**config.mk**
```make
export PLATFORM = sky130hd
export DESIGN_NAME = regfile_dump
export DESIGN_NICKNAME = d
export VERILOG_FILES = /design/src/rtl/regfile_pkg.sv /design/src/rtl/regfile_dump_ostage.sv /design/src/rtl/regfile_dump.sv
export SDC_FILE = /design/constraint.sdc
export NUM_CORES = 1
export LEC_CHECK = 0
export CORE_MARGIN = 4
export CORE_UTILIZATION = 58
export CTS_BUF_LIST = sky130_fd_sc_hd__clkbuf_8
export CTS_CLUSTER_DIAMETER = 40
export DETAILED_ROUTE_END_ITERATION = 16
export DONT_BUFFER_PORTS = 1
export PLACE_DENSITY = 0.75
export REMOVE_ABC_BUFFERS = 1
export SYNTH_ARGS = -nofsm -noshare
export SYNTH_HDL_FRONTEND = slang
export SYNTH_SLANG_ARGS = --single-unit
```
**constraint.sdc**
```tcl
create_clock -name i_clk -period 1.4 [get_ports i_clk]
set_input_delay 0.14 -clock i_clk [delete_from_list [all_inputs] [get_ports i_clk]]
set_output_delay 0.14 -clock i_clk [all_outputs]
set_load 0.01 [all_outputs]
```
**src/rtl/regfile_pkg.sv**
```systemverilog
// ---------------------------------------------------------------------------
// regfile_pkg
//   Constants shared by the core register file and the register dump walker:
//   register count, data width, index width and the dump FSM state encoding.
//   Also holds a small helper that recognises the last register index.
// ---------------------------------------------------------------------------
package regfile_pkg;

  // Number of architectural registers walked by a dump (indices 0..REGNUM-1)
  localparam int REGNUM  = 32;
  // Register data width
  localparam int WIDTH   = 32;
  // Register index width; REGNUM must fit in 2**KEY_LEN
  localparam int KEY_LEN = 5;
  // Walk counter width: one extra bit so the counter can hold REGNUM itself
  localparam int IDX_W   = KEY_LEN + 1;

  // Index of the final register visited during a walk
  localparam logic [IDX_W-1:0] LAST_IDX = IDX_W'(REGNUM - 1);

  // Dump controller states
  typedef enum logic [1:0] {
    IDLE  = 2'd0,
    READ  = 2'd1,
    DRAIN = 2'd2
  } dumpState_t;

  // True when the walk counter points at the last register
  function automatic logic isLastIdx(input logic [IDX_W-1:0] idx);
    return idx == LAST_IDX;
  endfunction

endpackage

```
**src/rtl/regfile_dump_ostage.sv**
```systemverilog
// ---------------------------------------------------------------------------
// regfile_dump_ostage
//   One-entry valid/ready holding register for (index, value) pairs produced
//   by the register dump walker.
//
// Ports
//   i_clk     clock, rising edge
//   i_rst_n   asynchronous active-low reset; empties the slot, clears payload
//   i_load    capture i_idx/i_data and mark the slot valid
//   i_ready   downstream sink accepts the current pair when o_valid is high
//   i_idx     register index to capture
//   i_data    register value to capture
//   o_valid   slot holds a pair
//   o_idx     index of the held pair
//   o_data    value of the held pair
//   o_fire    handshake this cycle (o_valid && i_ready)
// ---------------------------------------------------------------------------
module regfile_dump_ostage
  import regfile_pkg::*;
(
  input  logic               i_clk,
  input  logic               i_rst_n,
  input  logic               i_load,
  input  logic               i_ready,
  input  logic [KEY_LEN-1:0] i_idx,
  input  logic [WIDTH-1:0]   i_data,
  output logic               o_valid,
  output logic [KEY_LEN-1:0] o_idx,
  output logic [WIDTH-1:0]   o_data,
  output logic               o_fire
);

  logic               r_valid;
  logic [KEY_LEN-1:0] r_idx;
  logic [WIDTH-1:0]   r_data;

  // A load in the same cycle as a handshake refills the slot instead of
  // emptying it, which is what gives one pair per cycle with ready held high.
  always_ff @(posedge i_clk or negedge i_rst_n) begin
    if (!i_rst_n) begin
      r_valid <= 1'b0;
    end else if (i_load) begin
      r_valid <= 1'b1;
    end else if (r_valid && i_ready) begin
      r_valid <= 1'b0;
    end
  end

  // Payload only moves on a load, so a stalled pair stays put.
  always_ff @(posedge i_clk or negedge i_rst_n) begin
    if (!i_rst_n) begin
      r_idx  <= '0;
      r_data <= '0;
    end else if (i_load) begin
      r_idx  <= i_idx;
      r_data <= i_data;
    end
  end

  assign o_valid = r_valid;
  assign o_idx   = r_idx;
  assign o_data  = r_data;
  assign o_fire  = r_valid && i_ready;

endmodule

```
**src/rtl/regfile_dump.sv**
```systemverilog
// ---------------------------------------------------------------------------
// regfile_dump
//   Sequential reader for the register file. A start pulse sampled while idle
//   walks every register through one read port and streams (index, value)
//   pairs over a valid/ready channel. The core keeps running during a dump,
//   so each value is whatever the register holds in the cycle it is read.
//
// Ports
//   i_clk        clock, rising edge
//   i_rst_n      asynchronous active-low reset; aborts any dump in progress
//   i_start      dump request, only honoured while idle
//   o_busy       dump in progress
//   o_readreg    index driven onto the register file read port
//   i_rdata      register file read data, combinational from o_readreg
//   o_out_valid  output pair valid
//   i_out_ready  sink accepts the pair when o_out_valid && i_out_ready
//   o_out_idx    register index of the current pair
//   o_out_data   register value of the current pair
//   o_done       one-cycle pulse after the last pair is accepted
//   o_csum       (REGFILE_DUMP_CSUM_EN only) XOR of all accepted values in
//                the current dump; valid at o_done, held until next start
//
// Configuration
//   REGFILE_DUMP_CSUM_EN  adds the o_csum port and its accumulator
// ---------------------------------------------------------------------------
module regfile_dump
  import regfile_pkg::*;
(
  input  logic               i_clk,
  input  logic               i_rst_n,
  input  logic               i_start,
  output logic               o_busy,
  output logic [KEY_LEN-1:0] o_readreg,
  input  logic [WIDTH-1:0]   i_rdata,
  output logic               o_out_valid,
  input  logic               i_out_ready,
  output logic [KEY_LEN-1:0] o_out_idx,
  output logic [WIDTH-1:0]   o_out_data,
  output logic               o_done
`ifdef REGFILE_DUMP_CSUM_EN
  ,
  output logic [WIDTH-1:0]   o_csum
`endif
);

  dumpState_t       r_state;
  dumpState_t       w_nextState;
  logic [IDX_W-1:0] r_rdIdx;
  logic             r_done;
  logic             w_load;
  logic             w_fire;
  logic             w_startAccept;
  logic             w_doneNext;
  logic             w_outValid;

  // State register.
  always_ff @(posedge i_clk or negedge i_rst_n) begin
    if (!i_rst_n) begin
      r_state <= IDLE;
    end else begin
      r_state <= w_nextState;
    end
  end

  // Next-state logic. A start arriving while the done pulse is still high is
  // dropped, so a new dump always needs start seen in a quiet idle cycle.
  // In READ the output slot is refilled whenever it is empty or draining.
  always_comb begin
    w_nextState   = r_state;
    w_startAccept = 1'b0;
    w_doneNext    = 1'b0;
    w_load        = 1'b0;
    case (r_state)
      IDLE: begin
        if (i_start && !r_done) begin
          w_startAccept = 1'b1;
          w_nextState   = READ;
        end
      end
      READ: begin
        w_load = !w_outValid || i_out_ready;
        if (w_load && isLastIdx(r_rdIdx)) begin
          w_nextState = DRAIN;
        end
      end
      DRAIN: begin
        if (w_fire) begin
          w_nextState = IDLE;
          w_doneNext  = 1'b1;
        end
      end
      default: begin
        w_nextState = IDLE;
      end
    endcase
  end

  // Walk counter. It advances only on loads, and the last load also leaves
  // READ, so it parks at REGNUM and never wraps.
  always_ff @(posedge i_clk or negedge i_rst_n) begin
    if (!i_rst_n) begin
      r_rdIdx <= '0;
    end else if (w_startAccept) begin
      r_rdIdx <= '0;
    end else if (w_load) begin
      r_rdIdx <= r_rdIdx + IDX_W'(1);
    end
  end

  // Done pulse, registered so it lines up with busy falling.
  always_ff @(posedge i_clk or negedge i_rst_n) begin
    if (!i_rst_n) begin
      r_done <= 1'b0;
    end else begin
      r_done <= w_doneNext;
    end
  end

  regfile_dump_ostage u_ostage (
    .i_clk   (i_clk),
    .i_rst_n (i_rst_n),
    .i_load  (w_load),
    .i_ready (i_out_ready),
    .i_idx   (r_rdIdx[KEY_LEN-1:0]),
    .i_data  (i_rdata),
    .o_valid (w_outValid),
    .o_idx   (o_out_idx),
    .o_data  (o_out_data),
    .o_fire  (w_fire)
  );

`ifdef REGFILE_DUMP_CSUM_EN
  logic [WIDTH-1:0] r_csum;

  // Running XOR of accepted values; cleared when a dump is accepted so the
  // previous result stays visible until then.
  always_ff @(posedge i_clk or negedge i_rst_n) begin
    if (!i_rst_n) begin
      r_csum <= '0;
    end else if (w_startAccept) begin
      r_csum <= '0;
    end else if (w_fire) begin
      r_csum <= r_csum ^ o_out_data;
    end
  end

  assign o_csum = r_csum;
`endif

  assign o_busy      = (r_state != IDLE);
  assign o_readreg   = (r_state == READ) ? r_rdIdx[KEY_LEN-1:0] : '0;
  assign o_out_valid = w_outValid;
  assign o_done      = r_done;

endmodule
```
# Word-level counts from Yosys, hierarchy flattened
# Index checks and enable logic that the tools add are counted.
[word_totals]
ff_bits = 47
latch_bits = 0
mem_bits_rw = 0
mem_bits_ro = 0
inputBits = 36
out_inout_bits = 45
wordCells = 38
memories = 0
[classes]
addsub = 1
n_mul = 0
div = 0
magnitude_cmp = 0
eq_ne = 6
shifts = 0
n_mux = 14
bitwise_logic = 0
reduce_logical = 11
[ops]
columns = ["op", "n"]
rows = [
  ["$mux 6", 2],
  ["$mux 1", 7],
  ["$add 6x1->6 const B", 1],
  ["$eq 6x5->1 const B", 1],
  ["$mux 2", 3],
  ["$pmux 2 s3", 1],
  ["$reduce_bool 2->1", 3],
  ["$mux 5", 1],
  ["$ne 2x2->1 const B", 2],
  ["$logic_and 1x1->1", 3],
  ["$reduce_and 3->1", 1],
  ["$eq 2x1->1 const B", 1],
  ["$eq 2x2->1 const B", 1],
  ["$logic_not 1->1", 2],
  ["$logic_not 2->1", 1],
  ["$ne 2x1->1 const B", 1],
  ["$logic_or 1x1->1", 1],
]

# Depth between registers and ports, before layout
[depth]
ltp_word = 5
depth_mapped = 4
depth_no_buf = 4

# Modules after synthesis
# A second synthesis with hierarchy kept.
[unflattened]
hier_cells = 134
hier_area_um2 = 2010.7
[by_module_without_submodules]
columns = ["mod", "instances", "cells_per_inst", "area_each_um2", "seq_area_each_um2"]
rows = [
  ["regfile_dump_ostage", 1, 82, 1495.2, 950.9],
  ["regfile_dump", 1, 52, 515.5, 225.2],
]

# Worst setup path before layout
# OpenSTA, ideal clock, no wires.
[synth_path]
path_type = "reg2reg"
start = "register u_ostage.r_valid (netlist: u_ostage.o_valid)"
end = "register u_ostage.r_data[14] (netlist: u_ostage.o_data[14])"
setup_time_ns = 0.125
arrival_ns = 1.326
required_time_ns = 1.275
slack_ns = -0.050
path_stages_with_launch = 5
path_buffers = 1
cell_sequence = "dfrtp_1 nor2b_1 nor2_4 buf_4 mux2_2"
[synth_between]
elab_chain_len = 3
[synth_lines]
columns = ["element", "line_no", "source"]
rows = [
  ["start, declared", "regfile_dump_ostage.sv:33", "logic r_valid;"],
  ["start signal, assigned", "regfile_dump_ostage.sv:41", "r_valid <= 1'b0;"],
  ["start signal, assigned", "regfile_dump_ostage.sv:43", "r_valid <= 1'b1;"],
  ["start signal, assigned", "regfile_dump_ostage.sv:45", "r_valid <= 1'b0;"],
  ["$logic_not 1->1", "regfile_dump.sv:81", "w_load = !w_outValid || i_out_ready;"],
  ["$logic_or 1x1->1", "regfile_dump.sv:81", ""],
  ["$mux 1", "regfile_dump.sv:73", "case (r_state)"],
  ["end signal, assigned", "regfile_dump_ostage.sv:56", "r_data <= i_data;"],
  ["end, declared", "regfile_dump_ostage.sv:35", "logic [WIDTH-1:0] r_data;"],
]
# No other way between the ends.
# A chain may end at the register's enable or synchronous reset.

# Worst setup path in the final report
[layout_path]
start = "register r_rdIdx[0]"
end = "register r_rdIdx[4]"
[layout_between]
elab_chain_len = 3
[layout_lines]
columns = ["element", "line_no", "source"]
rows = [
  ["start, declared", "regfile_dump.sv:48", "logic [IDX_W-1:0] r_rdIdx;"],
  ["start signal, assigned", "regfile_dump.sv:106", "r_rdIdx <= r_rdIdx + IDX_W'(1);"],
  ["$add 6x1->6", "regfile_dump.sv:106", ""],
  ["$mux 6", "regfile_dump.sv:105", "end else if (w_load) begin"],
  ["$mux 6", "regfile_dump.sv:103", "end else if (w_startAccept) begin"],
]
# No other way between the ends. The select of a mux whose other input is x is not followed.

==> reports/results.tsv <==
stage	metric	value	unit
routing	wire length per cell	24.3	microns
routing	drt drc	0	
floorplanning	I/O pin cnt	81	
routing	met2 WL	2.80	mm
clock_tree	CTS tree	built	
finish	Layout Nets	218	
grt	first-pass GRT wire length	6.78	mm
routing	detailed-route via count	1330	
routing	violation count after the first detailed-routing iteration	66	
setup_path	kind of cell adding the most delay to the critical path	simple AND/OR/NAND/NOR gates	
place	port bufs	0	
routing	Met1 Wirelength	2.12	mm
finish	most frequent cells in the layout	dfrtp_1, dlygate4sd3_1, mux2_4	
grt	initial antenna violation count	0	
clock_tree	latest clock arrival within the worst-skew pair	0.31	ns
sta	Final Setup Violations	37	
setup_path	Worst EP required	1.64	ns
setup_path	crit start category	flop	
sta	Slew Viols, Final	0	
routing	total length of routed met3 wires	442	microns
setup_path	CP Max Fanout	3	
sta	post-layout min period	1.47	ns
finish	most common cell after layout, fill and taps aside	dfrtp_1	
grt	pin count of the biggest net entering global routing	48	
power	VDD IR-drop max	0.00140	V
clock_tree	Reg clk slew, reported paths	0.09	ns
routing	top routing layer used	met4	
sta	final hold slack	-0.00348	ns
setup_path	WP data arrival	1.71	ns
finish	FF/Latch Area	0.00118	sq mm
run_status	status	complete, but fails checks	
power	post-layout power	6.01	mW
routing	Pre-Repair DR Iteration Count	4	
flow_run	maxcap violations	0	
place	Setup WS pre-CTS	-0.00632	ns
floorplanning	Die W	65.5	microns
finish	fin area	0.00274	sq mm
finish	area of the multi-input gates	831	sq um
place	placed cell areas	0.00203	sq mm
yosys	top cells by area, synth	dfrtp_1, mux2_2, and2_1	
yosys	Yosys top cell by area	dfrtp_1	
finish	# diodes	0	
clock_tree	CTS buffer count	5	
floorplanning	Starting Density	61.7	%
sta	fmax	678	MHz
routing	Vias/cell	5.88	
yosys	synth warn	0	
setup_path	Buf+Inv Stages, Crit Path	0	
setup_path	crit path cell chain	ha_2 > nand3_1 > or4_4 > a21oi_2	
power	Cell Pwr Density	2200	mW/mm^2
place	Detailed Place HPWL	2.57	mm
finish	layout cell share with drive strength beyond 1	41.8	%
sta	actual slew at the worst max-slew pin	0.334	ns
finish	filler cell count	145	
setup_path	WS Path Type	reg -> reg	
setup_path	CP max stage cell	or4_4	
yosys	register bit count reported by yosys	47	
sta	Fin. Hold Viols	1	
yosys	Mean Syn Cell Area	14.7	sq um
grt	vias in the first global route	1333	
run_status	violated checks	negative hold slack, negative setup slack	
finish	P&R area growth vs syn	43.0	%
clock_tree	Clk Tree Root Cell	clkbuf_8	
grt	global route total overflow	0	
sta	setup ws final	-0.0745	ns
sta	RSZ-0062 raised after global routing	yes	
finish	final core utilization	88.3	%
floorplanning	core area	0.00310	sq mm
floorplanning	die height	65.5	microns
clock_tree	Bufs on Longest Clock Path	2	
worst_hold_path	worst min-delay path category	in -> reg	
floorplanning	die area	0.00429	sq mm
yosys	Synth Instances	130	
routing	Final ANT Viol Nets	0	
yosys	Synth top area share	61.4	%
clock_tree	H-tree depth	2	
yosys	Distinct cells, synth	28	
grt	GRT Util Overall	21.5	%
yosys	Seq/Total Area, Yosys	61.4	%
routing	Routed WL	5.49	mm
clock_tree	CTS sink count	47	
setup_path	Worst setup EP type	flop	
place	placer congestion estimate	0.801	
setup_path	Max stage delay on crit path	0.46	ns
floorplanning	Rows	20	
sta	final worst-path cycle share	105	%
setup_path	Reg2Reg Setup Slack	-0.07	ns
power	static leakage	1.22	nW
sta	Layout Skew	0.0101	ns
sta	Worst slew margin	77.5	%
yosys	synthesized area	0.00192	sq mm
[kinds of logic (layout without fill, tap and decap cells)]
group / after synthesis / after routing / synth area share [%]
buf+inv: 6 / 58 / 2.22
fa+ha+maj: 1 / 1 / 0.653
simple gates: 25 / 25 / 9.34
mux: 38 / 38 / 22.3
compound gates: 13 / 13 / 4.12
flops: 47 / 47 / 61.4
[worst reg2reg max path, stage by stage (launching register included)]
cell and delay (ns):
dfrtp_1 0.42, ha_2 0.22, nand3_1 0.18, or4_4 0.46, a21oi_2 0.13
[cell usage after synthesis (all sizes together)]
cell and number:
nor4b 2, or3 1, ha 1, nor2b 2, nand2 2, nor2 1
buf 5, mux2i 1, or4 3, a21oi 6, o31ai 3, nor4 1
a22o 1, o21ai 2, mux2 37, nand2b 3, o21bai 1, and2 5
nand3 3, or2 1, and4b 1, inv 1, dfrtp 47
[power by group]
part / leakage [nW] / total (mW) / internal (mW) / switching (mW)
logic: 0.601 / 2.28 / 1.35 / 0.931
clock network: 0.0618 / 1.06 / 0.587 / 0.472
registers: 0.555 / 2.68 / 1.91 / 0.761
[per-layer routing]
| metal | global-route usage [%] | vias to the layer above |
|---|---|---|
| li1 | - | 565 |
| met1 | 25.6 | 681 |
| met2 | 36.5 | 69 |
| met3 | 8.55 | 15 |
| met4 | 5.44 | 0 |
| met5 | 0 | - |
[worst paths after layout]
path | start | to | depth (start not counted)
worst max-delay path | r_rdIdx[0] | r_rdIdx[4] | 4
worst min-delay path | i_rdata[16] | u_ostage.o_data[16] | 1
worst min register to register | r_rdIdx[5] | r_rdIdx[5] | 1
min in group asynchronous | i_rst_n | r_rdIdx[0] | 2
max in group asynchronous | i_rst_n | r_rdIdx[4] | 2
worst max register to register | r_rdIdx[0] | r_rdIdx[4] | 4
[per-stage QoR]
| step | setup TNS (ns) | hold slack, ns | cells |
|---|---|---|---|
| 6_report | -1.00 | -0.00348 | 226 |
| 3_5_place_dp | -0.0147 | -0.154 | 179 |
| 4_1_cts | -0.000408 | 0.00170 | 219 |
| 3_3_place_gp | 0 | -0.155 | 179 |
| 2_1_floorplan | -14.28 | -0.156 | 125 |
| 5_1_grt | -2.62 | -0.0140 | 226 |
[flip-flops by register name, indices dropped and copies added, names as in the netlist]
| signal | cells |
|---|---|
| o_done | 1 |
| u_ostage.o_idx | 5 |
| u_ostage.o_valid | 1 |
| u_ostage.o_data | 32 |
| r_state | 2 |
| r_rdIdx | 6 |
[final cells by class]
type / instances / area share, %
sequential: 47 / 42.9
multi-input combinational: 77 / 30.3
timing repair buffer: 49 / 20.1
clock buffer: 6 / 3.02
tap: 44 / 2.01
clock inverter: 2 / 1.42
inverter: 1 / 0.137
[timing repair]
action	CTS	global route
endpoints found under the setup margin	36	48
hold buffers	32	1
endpoints found under the hold margin	77	2
cloned	0	2
pin swaps	3	2
setup buffers	0	4
resized for setup	3	34
No activity file was read; power rests on OpenSTA's default activity.
